## src/rtl/sevseg_scan_driver.sv

```systemverilog
// sevseg_scan_driver: multiplexed hex seven-segment scanner with tear-free, frame-boundary data loads.
// Define SEVSEG_LZB_EN to enable leading-zero blanking of digits above digit 0.
module sevseg_scan_driver #(
  parameter int DIGITS   = 4,
  parameter int PRESCALE = 1000
) (
  input  logic                  clk,
  input  logic                  rst_n,
  input  logic                  load,
  input  logic [4*DIGITS-1:0]   data,
  input  logic [DIGITS-1:0]     dp_in,
  input  logic                  blank,
  output logic [6:0]            seg,
  output logic                  dp,
  output logic [DIGITS-1:0]     an,
  output logic                  frame_done
);
  localparam int PW = $clog2(PRESCALE);
  localparam int IW = DIGITS > 1 ? $clog2(DIGITS) : 1;
  localparam int DW = 4 * DIGITS;
  localparam logic [PW-1:0] PRE_LAST = PW'(PRESCALE - 1);
  localparam logic [IW-1:0] IDX_LAST = IW'(DIGITS - 1);
  localparam logic [DIGITS-1:0] ONE_HOT = DIGITS'(1);

  logic [PW-1:0]     pre_q, pre_d;
  logic [IW-1:0]     idx_q, idx_d;
  logic [DW-1:0]     act_data_q, act_data_d, pend_data_q, pend_data_d, higher;
  logic [DIGITS-1:0] act_dp_q, act_dp_d, pend_dp_q, pend_dp_d, dp_sh, an_q, an_d;
  logic              pend_q, pend_d, dp_q, dp_d, fd_q, fd_d, wrap, bound, lz;
  logic [6:0]        seg_q, seg_d;

  function automatic logic [6:0] decode(input logic [3:0] n);
    case (n)
      4'h0: decode = 7'b1111110;
      4'h1: decode = 7'b0110000;
      4'h2: decode = 7'b1101101;
      4'h3: decode = 7'b1111001;
      4'h4: decode = 7'b0110011;
      4'h5: decode = 7'b1011011;
      4'h6: decode = 7'b1011111;
      4'h7: decode = 7'b1110000;
      4'h8: decode = 7'b1111111;
      4'h9: decode = 7'b1111011;
      4'hA: decode = 7'b1110111;
      4'hB: decode = 7'b0011111;
      4'hC: decode = 7'b1001110;
      4'hD: decode = 7'b0111101;
      4'hE: decode = 7'b1001111;
      default: decode = 7'b1000111;
    endcase
  endfunction

  always_comb begin
    wrap        = pre_q == PRE_LAST;
    bound       = wrap && idx_q == IDX_LAST;
    pre_d       = wrap ? '0 : pre_q + 1'b1;
    idx_d       = bound ? '0 : wrap ? idx_q + 1'b1 : idx_q;
    // A load on the boundary cycle goes straight to active and supersedes any pending value
    act_data_d  = !bound ? act_data_q : load ? data : pend_q ? pend_data_q : act_data_q;
    act_dp_d    = !bound ? act_dp_q : load ? dp_in : pend_q ? pend_dp_q : act_dp_q;
    pend_data_d = load ? data : pend_data_q;
    pend_dp_d   = load ? dp_in : pend_dp_q;
    pend_d      = !bound && (load || pend_q);
    higher      = act_data_q >> (4 * idx_q);
    dp_sh       = act_dp_q >> idx_q;
`ifdef SEVSEG_LZB_EN
    lz          = idx_q != '0 && higher == '0;
`else
    lz          = 1'b0;
`endif
    seg_d       = blank || lz ? '0 : decode(higher[3:0]);
    dp_d        = !blank && dp_sh[0];
    an_d        = blank ? '0 : ONE_HOT << idx_q;
    fd_d        = bound;
  end

  always_ff @(posedge clk or negedge rst_n) begin
    if (!rst_n) begin
      pre_q       <= '0;
      idx_q       <= '0;
      act_data_q  <= '0;
      act_dp_q    <= '0;
      pend_data_q <= '0;
      pend_dp_q   <= '0;
      pend_q      <= 1'b0;
      seg_q       <= '0;
      dp_q        <= 1'b0;
      an_q        <= '0;
      fd_q        <= 1'b0;
    end else begin
      pre_q       <= pre_d;
      idx_q       <= idx_d;
      act_data_q  <= act_data_d;
      act_dp_q    <= act_dp_d;
      pend_data_q <= pend_data_d;
      pend_dp_q   <= pend_dp_d;
      pend_q      <= pend_d;
      seg_q       <= seg_d;
      dp_q        <= dp_d;
      an_q        <= an_d;
      fd_q        <= fd_d;
    end
  end

  assign seg        = seg_q;
  assign dp         = dp_q;
  assign an         = an_q;
  assign frame_done = fd_q;
endmodule

```

## config.mk

```make
export PLATFORM = sky130hd
export DESIGN_NAME = sevseg_scan_driver
export DESIGN_NICKNAME = d
export VERILOG_FILES = /design/src/rtl/sevseg_scan_driver.sv
export SDC_FILE = /design/constraint.sdc
export NUM_CORES = 1
export LEC_CHECK = 0
export CORE_MARGIN = 2
export CORE_UTILIZATION = 59
export CTS_CLUSTER_DIAMETER = 40
export CTS_CLUSTER_SIZE = 25
export DETAILED_ROUTE_END_ITERATION = 10
export GPL_ROUTABILITY_DRIVEN = 1
export GPL_TIMING_DRIVEN = 0
export PLACE_DENSITY = 0.84
export SLEW_MARGIN = 20
export SYNTH_ARGS = -nofsm -noshare
export SYNTH_HDL_FRONTEND = slang
export SYNTH_SLANG_ARGS = --single-unit
```

## constraint.sdc

```tcl
create_clock -name clk -period 3.2 [get_ports clk]
set_input_delay 0.64 -clock clk [delete_from_list [all_inputs] [get_ports clk]]
set_output_delay 0.64 -clock clk [all_outputs]
set_load 0.01 [all_outputs]
```

==> results.py, run 1 <==
metrics = {
    "setup_path": {
        "path_cells": "buf_6 -> mux4_1 -> inv_1 -> ha_1 -> o21ai_0 -> mux2i_1 -> nor2_1",
        "crit_path_end_kind": "flop",
        "critPathBufInv": 2,
        "cp_slowest_cell": "mux4_1",
        "worstRegToRegCells": 7,
        "r2r-end": "seg[5]",
        "required_ps": 3470,
        "path_max_fanout": 8,
        "crit_family": "multiplexers",
        "slowest_delay_ps": 680,
        "crit_type": "reg -> reg",
        "arrival_ps": 2470,
        "worstReg2RegStart": "idx_q[0]",
        "r2r_slack_ps": 1000,
        "cp-start-kind": "flop",
    },
    "place": {
        "dp_hpwl_um": 3291,
        "placedCellCount": 315,
        "globalplace.congestion": 0.7592,
        "port_buffers": 36,
        "dp_slack_ps": 700.1,
    },
    "clocking": {
        "cts_buffer_depth": 2,
        "worst_skew_pair.late_latency_ps": 340,
        "clock-sinks": 66,
        "postCtsSetupBuffers": 0,
        "tritoncts": "yes",
        "holdBufCountCts": 0,
        "cts_buffers": 9,
        "htree_num_levels": 3,
        "clockRootBuffer": "clkbuf_8",
        "cts_resized": 0,
        "clkTransAtPathRegs_ps": 60,
    },
    "finish": {
        "syn2layout_area_growth_pct": 21.77,
        "final_nets": 294,
        "drive_gt1_share_pct": 26.24,
        "layout.cells.non_filler": 330,
        "n_antenna_cell": 0,
        "n_fill_cell": 312,
    },
    "global_route": {
        "use_met2_pct": 32.84,
        "grt_pass1_wl_um": 8424,
        "grt_use_met3_pct": 7.995,
        "top_usage_layer": "met2",
        "antenna_found_initial": 0,
        "grt_pass1_vias": 1807,
        "grt_use_total_pct": 21.32,
        "grt_max_degree": 45,
        "grt_overflow": 0,
        "met1_usage_pct": 27.70,
    },
    "detailed_routing": {
        "ant_nets": 0,
        "viasPerCell": 5.294,
        "dr.pass1.iters": 4,
        "wl_per_cell_um": 14.84,
        "vias": 1747,
        "wl_um": 4898,
        "drc_errors": 0,
        "drtIter0Drc": 95,
    },
    "power_and_ir_drop": {
        "peakVddDrop_mv": 0.3943,
        "total_leakage_power_nw": 1.600,
        "powerDensity_nw_per_um2": 449.5,
    },
    "run_status": {
        "status": "completed",
    },
    "sta": {
        "max_freq_mhz": 455.5,
        "final.setup.tns_ps": 0,
        "skew_ps": 3.749,
        "report.final.setup_viol": 0,
        "min_period_over_period_pct": 68.61,
        "maxSlewHeadroom_pct": 57.94,
        "finalWorstSetupSlack_ps": 1005,
        "drv_slew": 0,
        "rsz0062_at_grt": "false",
        "hold_violations": 0,
        "layout_min_cycle_time_ps": 2196,
        "worst_slew_pin_slew_ps": 630.9,
    },
    "floorplan": {
        "die_area_sq_um": 5497,
        "core_area_sq_um": 4723,
        "die_y_um": 74.14,
        "pin_count": 37,
        "start_util_pct": 61.46,
        "fp.dieW_um": 74.14,
        "num_rows": 25,
    },
    "yosys": {
        "synth_top_area_share_pct": 56.90,
        "synth.most_common_cell": "dfrtp_1",
        "syn_area_per_cell_sq_um": 13.76,
        "synth-edff-count": 0,
        "synthArstFlopShare_pct": 100.0,
        "synth_cell_types": 37,
        "synthTopCellsByCount": "dfrtp_1, mux2_2, nor2_1",
        "synth-seq-area-share_pct": 56.90,
        "synth_top_cell_by_area": "dfrtp_1",
        "syn-instance-count": 211,
        "syn_nets": 246,
        "synth_ff_type": "dfrtp_1",
        "yosysWarnings": 0,
        "netlist_area_sq_um": 2903,
        "synth_seq_cells": 66,
        "synthTopCellsByArea": "dfrtp_1, mux2_2, ha_1, mux4_1, nor2_1",
    },
    "run": {
        "drv_cap": 0,
    },
    "worst_hold_path": {
        "hp-class": "in -> async",
    },
}
## sequential cells by signal, summed over array words and instances, names as in the netlist
| register | cells |
|---|---|
| seg | 7 |
| act_dp_q | 4 |
| pend_data_q | 16 |
| frame_done | 1 |
| idx_q | 2 |
| pend_q | 1 |
| pend_dp_q | 4 |
| dp | 1 |
| pre_q | 10 |
| act_data_q | 16 |
| an | 4 |
## kinds of logic (layout without fill, tap and decap cells)
family | Yosys count | after routing | share of synthesized area, %
adders and majority gates | 11 | 11 | 4.741
xor gates and xnor gates | 6 | 6 | 1.811
muxes | 51 | 51 | 22.03
buffers and inverters | 15 | 67 | 2.543
and+or+nand+nor | 45 | 45 | 8.277
DFF | 66 | 66 | 56.90
AOI/OAI and AO/OA | 17 | 17 | 3.707
## placed cells by master (no fill, tap or decap), types with 2 or more instances in the layout
cell and instances:
dfrtp_1 66, mux2_2 42, clkdlybuf4s50_1 35, nor2_1 14
ha_1 11, clkbuf_8 11, nand2_1 7, clkbuf_1 6
inv_1 6, nor2b_1 6, a21oi_1 5, o21ai_0 4
a211oi_1 4, nand3_1 4, mux4_1 3, xnor2_1 3
xor2_1 3, clkinv_2 3, buf_6 2, mux4_2 2
mux2i_1 2, mux2_1 2, nor3_1 2, buf_2 2
## stage by stage
step	power [W]	area [sq um]	hold WS (ps)	utilization, %
detailed placement	0.0009933	3364	476.7	71.23
global route	0.001650	3535	189.0	74.83
global placement	0.0009862	3347	469.9	70.86
CTS	0.001598	3535	183.1	74.83
floorplan	0.0009248	2903	344.4	-
finish	0.001589	3535	178.6	74.83
## worst max-delay path by stage
stage / to / slack, ps / startpoint / cells after the start
floorplan: seg[1] / 1220 / idx_q[0] / 5
global placement: pend_data_q[7] / -590 / rst_n / 1
detailed placement: act_data_q[1] / 700 / load / 4
CTS: seg[5] / 990 / idx_q[0] / 7
global route: seg[5] / 880 / idx_q[0] / 7
finish: seg[5] / 1000 / idx_q[0] / 7
## layout make-up
class                           instances  area, sq um  share of cell area (%)
Timing Repair Buffer                   37        377.9                   10.69
Tap cell                               67        83.83                   2.372
Multi-Input combinational cell        130         1177                   33.31
Sequential cell                        66         1652                   46.73
Buffer                                  9        51.30                   1.451
Clock inverter                          3        15.01                  0.4248
Clock buffer                           12        155.1                   4.389
Inverter                                6        22.52                  0.6372
## metal layers
| metal | vias up | part of all wire (%) |
|---|---|---|
| li1 | 829 | - |
| met1 | 866 | 45 |
| met2 | 40 | 48 |
| met3 | 12 | 4.8 |
| met4 | 0 | 2.4 |
| met5 | - | 0 |
## report_power, final
part           switching (W)  internal [W]
Sequential        0.00000724      0.000864
Combinational      0.0000457     0.0000592
Clock               0.000298      0.000315
Total               0.000351       0.00124
## worst register-to-register path: cells and delay by family (launching register included)
kind	cells	cell delay (ps)
AOI/OAI and AO/OA	1	210
adders and majority gates	1	260
buffers and inverters	2	360
DFF	1	400
muxes	2	810
and+or+nand+nor	1	90
(Power assumes the default switching activity.)
==> inputs of run 2 (changes only) <==
--- a/config.mk
+++ b/config.mk
@@ -6,13 +6,13 @@
 export NUM_CORES = 1
 export LEC_CHECK = 0
 export CORE_MARGIN = 2
-export CORE_UTILIZATION = 59
+export CORE_UTILIZATION = 55
 export CTS_CLUSTER_DIAMETER = 40
 export CTS_CLUSTER_SIZE = 25
 export DETAILED_ROUTE_END_ITERATION = 10
 export GPL_ROUTABILITY_DRIVEN = 1
 export GPL_TIMING_DRIVEN = 0
-export PLACE_DENSITY = 0.84
+export PLACE_DENSITY = 0.79
 export SLEW_MARGIN = 20
 export SYNTH_ARGS = -nofsm -noshare
 export SYNTH_HDL_FRONTEND = slang
==> constraint.sdc (replaced) <==
create_clock -name clk -period 2.1 [get_ports clk]
set_input_delay 0.42 -clock clk [delete_from_list [all_inputs] [get_ports clk]]
set_output_delay 0.42 -clock clk [all_outputs]
set_load 0.01 [all_outputs]
==> run 2 against run 1 <==
Maximum frequency is 6.2% higher. Final cell count is 0.30% lower. First-iteration DRC count decreased by 14%.
==> results.py, run 2 (same netlist as run 1, synthesis figures left out) <==
metrics = {
    "place": {
        "place_area_sq_um": 3368,
        "dp_hpwl_um": 3493,
        "globalplace.congestion": 0.7650,
        "port_buffers": 36,
        "dp_slack_ps": -184.8,
    },
    "power_and_ir_drop": {
        "finalPower_w": 0.002338,
        "peakVddDrop_mv": 0.4053,
        "total_leakage_power_nw": 1.566,
        "powerDensity_nw_per_um2": 664.9,
    },
    "sta": {
        "worst_slew_pin_slew_ps": 619.2,
        "rsz0062_at_grt": "true",
        "report.final.setup_viol": 0,
        "maxSlewHeadroom_pct": 58.72,
        "hold_violations": 0,
        "max_freq_mhz": 483.9,
        "drv_slew": 0,
        "skew_ps": 7.140,
        "layout_min_cycle_time_ps": 2067,
        "finalWorstSetupSlack_ps": 33.45,
        "final.setup.tns_ps": 0,
        "min_period_over_period_pct": 98.41,
    },
    "detailed_routing": {
        "wl_per_cell_um": 15.14,
        "ant_nets": 0,
        "dr.pass1.iters": 4,
        "wl_um": 4980,
        "drtIter0Drc": 82,
        "viasPerCell": 5.225,
        "vias": 1719,
        "drc_errors": 0,
    },
    "floorplan": {
        "die_area_sq_um": 5875,
        "fp.dieW_um": 76.65,
        "die_y_um": 76.65,
        "pin_count": 37,
        "core_area_sq_um": 5107,
        "start_util_pct": 56.83,
        "num_rows": 26,
    },
    "finish": {
        "n_fill_cell": 400,
        "final_common_cell": "dfrtp_1",
        "regArea_sq_um": 1652,
        "multi_input_area_sq_um": 1177,
        "fin_util_pct": 68.84,
        "final_cell_mix": "dfrtp_1, mux2_2, clkdlybuf4s50_1",
        "final_nets": 293,
        "final_area_sq_um": 3516,
        "syn2layout_area_growth_pct": 21.12,
        "n_antenna_cell": 0,
        "reg.largest.list": "act_data_q x16, pend_data_q x16, pre_q x10",
        "drive_gt1_share_pct": 27.41,
    },
    "global_route": {
        "grt_pass1_wl_um": 8390,
        "antenna_found_initial": 0,
        "grt_use_total_pct": 18.86,
        "grt_pass1_vias": 1779,
        "grt_overflow": 0,
        "grt_max_degree": 35,
    },
    "setup_path": {
        "crit_type": "reg -> reg",
        "worstReg2RegStart": "idx_q[0]",
        "cp-start-kind": "flop",
        "arrival_ps": 2290,
        "path_max_fanout": 8,
        "startpoint": "idx_q[0]",
        "endpoint": "seg[0]",
        "worstRegToRegCells": 5,
        "crit_path_end_kind": "flop",
        "required_ps": 2330,
        "r2r-end": "seg[0]",
        "r2r_slack_ps": 30,
    },
    "clocking": {
        "worst_skew_pair.late_latency_ps": 330,
        "clock-sinks": 66,
        "htree_num_levels": 3,
        "clockRootBuffer": "clkbuf_8",
        "holdBufCountCts": 0,
        "tritoncts": "yes",
        "cts_buffers": 9,
        "clkTransAtPathRegs_ps": 70,
        "cts_buffer_depth": 2,
    },
    "run_status": {
        "status": "completed",
    },
    "worst_hold_path": {
        "hp-class": "in -> async",
    },
    "run": {
        "drv_cap": 0,
    },
}
## run 2: cell count changes in the layout (fill, tap and decap cells not counted), sizes merged
cell / before / now
clkinv: 3 / 1
clkbuf: 17 / 15
## run 2: report_power, final
part	switching, W	internal (W)	leakage [nW]
Combinational	0.0000686	0.0000900	0.648
Clock	0.000420	0.000433	0.0770
Sequential	0.0000105	0.00132	0.841
Total	0.000499	0.00184	1.57
## run 2: area by class of cell
cell class	instances	area share, %
Buffer	8	1.495
Clock buffer	11	4.021
Clock inverter	1	0.1423
Inverter	6	0.6406
Multi-Input combinational cell	130	33.49
Sequential cell	66	46.98
Tap cell	70	2.491
Timing Repair Buffer	37	10.75
## run 2: routing by layer
| layer | vias up | routed length [um] | track usage [%] |
|---|---|---|---|
| met3 | 4 | 225 | 5.529 |
| met1 | 839 | 2271 | 24.50 |
| met2 | 53 | 2438 | 29.20 |
| li1 | 823 | - | - |
| met5 | - | 0 | 0 |
| met4 | 0 | 45 | 9.273 |
## run 2: how the worst min path moves through the flow
| stage | depth (start not counted) | slack (ps) | end | startpoint |
|---|---|---|---|---|
| 3_5_place_dp | 1 | 390 | seg[4] | rst_n |
| 5_1_grt | 1 | 30 | seg[4] | rst_n |
| 2_1_floorplan | 0 | 120 | act_data_q[0] | rst_n |
| 6_report | 1 | 20 | seg[4] | rst_n |
| 3_3_place_gp | 1 | 470 | pre_q[0] | pre_q[0] |
| 4_1_cts | 1 | 30 | seg[4] | rst_n |
## run 2: worst max-delay path, cell delays in order (launching register included)
cell      delay (ps)
dfrtp_1          390
buf_6            170
mux4_2           590
ha_2             250
mux2_1           280
a211oi_1         280
## run 2: repair_timing
action / in CTS / in global routing
setup buffers: 0 / 0
endpoints found under the setup margin: 5 / 26
gates resized for setup: 2 / 7
## run 2: per-stage QoR
stage / instances / hold slack [ps]
after floorplan: 211 / 124.4
after global placement: 317 / 471.1
after detailed placement: 318 / 388.4
after CTS: 330 / 25.25
after global routing: 329 / 30.65
final: 329 / 16.68
==> inputs of run 3 (changes only) <==
--- a/config.mk
+++ b/config.mk
@@ -8,7 +8,6 @@
 export CORE_MARGIN = 2
 export CORE_UTILIZATION = 55
 export CTS_CLUSTER_DIAMETER = 40
-export CTS_CLUSTER_SIZE = 25
 export DETAILED_ROUTE_END_ITERATION = 10
 export GPL_ROUTABILITY_DRIVEN = 1
 export GPL_TIMING_DRIVEN = 0
==> results of run 3 <==
Final layout, timing and power as in run 2 (identical DEF).
==> patch 1, RTL diff (flow settings as in run 2) <==
Take the reset off `pend_data_q` and load it in a clocked block of its own.
--- a/src/rtl/sevseg_scan_driver.sv
+++ b/src/rtl/sevseg_scan_driver.sv
@@ -81,5 +81,4 @@
       act_data_q  <= '0;
       act_dp_q    <= '0;
-      pend_data_q <= '0;
       pend_dp_q   <= '0;
       pend_q      <= 1'b0;
@@ -93,5 +92,4 @@
       act_data_q  <= act_data_d;
       act_dp_q    <= act_dp_d;
-      pend_data_q <= pend_data_d;
       pend_dp_q   <= pend_dp_d;
       pend_q      <= pend_d;
@@ -103,4 +101,8 @@
   end
 
+  always_ff @(posedge clk) begin
+    pend_data_q <= pend_data_d;
+  end
+
   assign seg        = seg_q;
   assign dp         = dp_q;
Behaviour: same outputs for any inputs over 10 cycles, from zero or initial values and one cycle with rst_n low; that may be too few to reach the edited logic, so the function may still have changed.
==> patch 1 against run 2 <==
First-iteration DRC count rose by 37%; critical endpoint is now seg[3]; total power up 12%; clock power up 30%; sequential cell count is the same; maximum frequency grew 2.0%; count of clock-buffer cells in the layout rose by 3; combinational power decreased by 9%; sequential share of layout area decreased by 0.11 points; final area up 5.1%; synthesized area grew 1.2%; worst setup slack better by 0.040 ns; die area up 1.1%; routed wire length grew 9.8%.
==> patch 1: results (changes against run 2) <==
ASYNC_RESET_FF_FRAC=0.758  # -0.242
LAYOUT-DRIVE-GT1-SHARE=0.169  # -0.105
REG2REG_TO='seg[3]'
FIN_WORST_SKEW_NS=0.00595  # -0.00119 ns
SEQ_SHARE=0.469  # -0.00107
TIMING.CRITICAL_PATH.SLOWEST_CELL_DELAY_NS=0.63  # +0.04 ns
WORST-PATH-MAX-FANOUT=6  # -2
SYNTH_COMPOUND_GATE_AREA_SHARE=0.0750  # +0.0379
GRT_USE_MET2=0.308  # +0.0159
STATUS='finished clean'
PLACED_CELL_AREA_MM2=0.00340  # +0.93%
SYNTH_FP_NETS=266  # +8.1%
R2R_SETUP_SLK_NS=0.07  # +0.04 ns
VDD.IR_DROP.WORST_mV=0.629  # +55%
SYNTH-SEQ-AREA-SHARE=0.590  # +0.0207
DRT-MET1-WL_MM=2.45  # +7.9%
CTS-RESIZED-GATES=5  # +3
WORST-R2R-CELL-COUNT=6  # +1
NON_CLOCK_INVERTER_COUNT=5  # -1
SYNTH_AREA_LEADERS='dfrtp_1, edfxtp_1, mux2i_1'
LAYOUT.CLOCK_BUFFERS=14  # +3
GRT_UTIL_MET3=0.0565  # +0.00118
GP_ROUTABILITY_CONGESTION=0.761  # -0.52%
DETAIL_ROUTE.VIAS_PER_CELL=5.41  # +3.5%
SYNTH-XOR-AREA-SHARE=0.0149  # -0.00319
GRTUSAGETOTAL=0.201  # +0.0129
SYNTH_COMMON_CELLS='dfrtp_1, nor2_1, a21oi_1'
SYN_AVG_CELL_AREA_UM2=12.7  # -7.6%
DRT_ITER0_MARKERS=112  # +37%
GRT_PASS1_VIAS=1910  # +7.4%
PLACED_CELLS=338  # +6.3%
DIE-AREA_MM2=0.00594  # +1.1%
FINISH.CELL_COUNT_WITHOUT_FILLERS=360  # +9.4%
patch 1: cell types whose count changed after synthesis, moves of 2 or more:
cell,change
edfxtp_1,+16
mux2_2,-34
a21oi_1,+17
clkbuf_1,-2
o21ai_0,+2
mux2i_1,+16
nor2_1,+18
dfrtp_1,-16
buf_4,+2
patch 1: worst max-delay path by stage:
stage          slack [ns]       endpoint  cells after the start
6_report             0.07         seg[3]                      6
5_1_grt             0.007         seg[3]                      6
4_1_cts             0.001         seg[0]                      5
3_5_place_dp        -0.98  act_data_q[3]                      5
3_3_place_gp        -0.91  act_data_q[3]                      5
2_1_floorplan        0.12         seg[1]                      5
patch 1: power by group:
group	internal (mW)	switching, mW	leakage (nW)
logic	0.0768	0.0685	0.710
registers	1.36	0.00990	0.810
clock network	0.645	0.464	0.107
total	2.08	0.543	1.63
==> patch 2, RTL diff (flow settings as in run 2) <==
Made on the original files. The parameter `DIGITS` goes from 4 to 8.
--- a/src/rtl/sevseg_scan_driver.sv
+++ b/src/rtl/sevseg_scan_driver.sv
@@ -2,5 +2,5 @@
 // Define SEVSEG_LZB_EN to enable leading-zero blanking of digits above digit 0.
 module sevseg_scan_driver #(
-  parameter int DIGITS   = 4,
+  parameter int DIGITS   = 8,
   parameter int PRESCALE = 1000
 ) (
Interface: changed (resized an, data and dp_in); port bits go from 37 to 61. The function was not compared with the original's and may differ.
==> patch 2 against run 2 <==
The flow now finishes with violations (setup timing); sequential cell count up 45; critical endpoint is now seg[6]; critical path type unchanged; routed wire length up 74%; total power up 64%; worst setup slack worse by 0.18 ns; hold slack better by 0.42 ns; global-route usage up 1.3 points; final area up 69%; synthesized area up 63%; synthesized cell count up 55%.
==> patch 2: results (changes against run 2) <==
FAILED_CHECKS='setup timing'
YS_TYPES=41  # +11%
YOSYS-MUX-AREA-FRACTION=0.257  # +0.0363
FINISH.NET_COUNT=470  # +60%
SYNTH-SEQ-AREA-SHARE=0.586  # +0.0169
GP_ROUTABILITY_CONGESTION=0.858  # +12%
TIMING.CRITICAL_PATH.ARRIVAL_NS=2.53  # +0.24 ns
SETUP-VIOLATIONS-FINAL=6  # +6
FINISH.CELL_COUNT_WITHOUT_FILLERS=523  # +59%
PORT-BUFFER-COUNT=59  # +64%
GRT_FIRST_PASS_WIRELENGTH_MM=15.0  # +79%
STATUS='finished with violations'
SYNTH-XOR-AREA-SHARE=0.0148  # -0.00332
PRE_CTS_SLACK_NS=-0.371  # -0.186 ns
CTS-RESIZED-GATES=12  # +10
WORSTHOLDPATHTYPE='input pin to register'
SYNTH_COMPOUND_GATE_AREA_SHARE=0.0261  # -0.0109
CTS.REPORTEDPATHS.CLKPINSLEW_NS=0.10  # +0.03 ns
LAYOUT-DRIVE-GT1-SHARE=0.349  # +0.0752
FIN_WS_NS=-0.151  # -0.184 ns
PLACED_CELLS=492  # +55%
INSERTION_DELAY_NS=0.37  # +0.04 ns
P_LEAK_nW=2.66  # +70%
WORST_SLEW_MARGIN_REL=0.580  # -0.00731
WORST-PATH-MAX-FANOUT=6  # -2
DETAILROUTE.VIA_COUNT=2852  # +66%
SYN_AVG_CELL_AREA_UM2=14.5  # +5.4%
-- patch 2: layout make-up --
class / instances / area, um^2 / share of cell area
Multi-Input combinational cell: 195 / 1940 / 0.328
Timing Repair Buffer: 75 / 746 / 0.126
Clock inverter: 7 / 78.8 / 0.0133
Tap cell: 105 / 131 / 0.0222
Buffer: 15 / 97.6 / 0.0165
Sequential cell: 111 / 2780 / 0.469
Clock buffer: 9 / 124 / 0.0209
Inverter: 6 / 23.8 / 0.00401
-- patch 2: cell families (layout without fill, tap and decap cells) --
kind of cell             Yosys count  in the layout
flip-flops                       111            111
multiplexers                      99             99
AND/OR/NAND/NOR                   58             58
buffers and inverters             21            112
AO/OA/AOI/OAI                     17             17
adder cells (fa/ha/maj)           13             13
XOR/XNOR                           8              8
-- patch 2: worst paths after layout --
kind	end	slack (ns)	cells after the start
worst max-delay path	seg[6]	-0.15	7
worst min-delay path	pend_q	0.44	3
worst min register to register	pre_q[0]	0.47	1
max in group asynchronous	seg[1]	0.94	3
min in group asynchronous	pre_q[9]	0.51	2
worst max register to register	seg[6]	-0.15	7
-- patch 2: per-layer routing --
| metal | GRT usage | part of all wire | up-vias |
|---|---|---|---|
| li1 | - | - | 1322 |
| met1 | 0.289 | 0.46 | 1455 |
| met2 | 0.316 | 0.49 | 65 |
| met3 | 0.0318 | 0.036 | 10 |
| met4 | 0.0748 | 0.015 | 0 |
| met5 | 0 | 0 | - |
-- patch 2: critical path, stage by stage (launching register included) --
cell and delay [ns]:
dfrtp_2 0.42, buf_12 0.13, mux4_2 0.55, mux2i_4 0.24, inv_2 0.09, ha_4 0.17, or4_1 0.46, o311ai_1 0.08
-- patch 2: where the power goes --
group          leakage [nW]  internal, mW  switching [mW]
sequential             1.42          2.22          0.0192
clock                 0.105         0.567           0.741
combinational          1.13         0.163           0.119
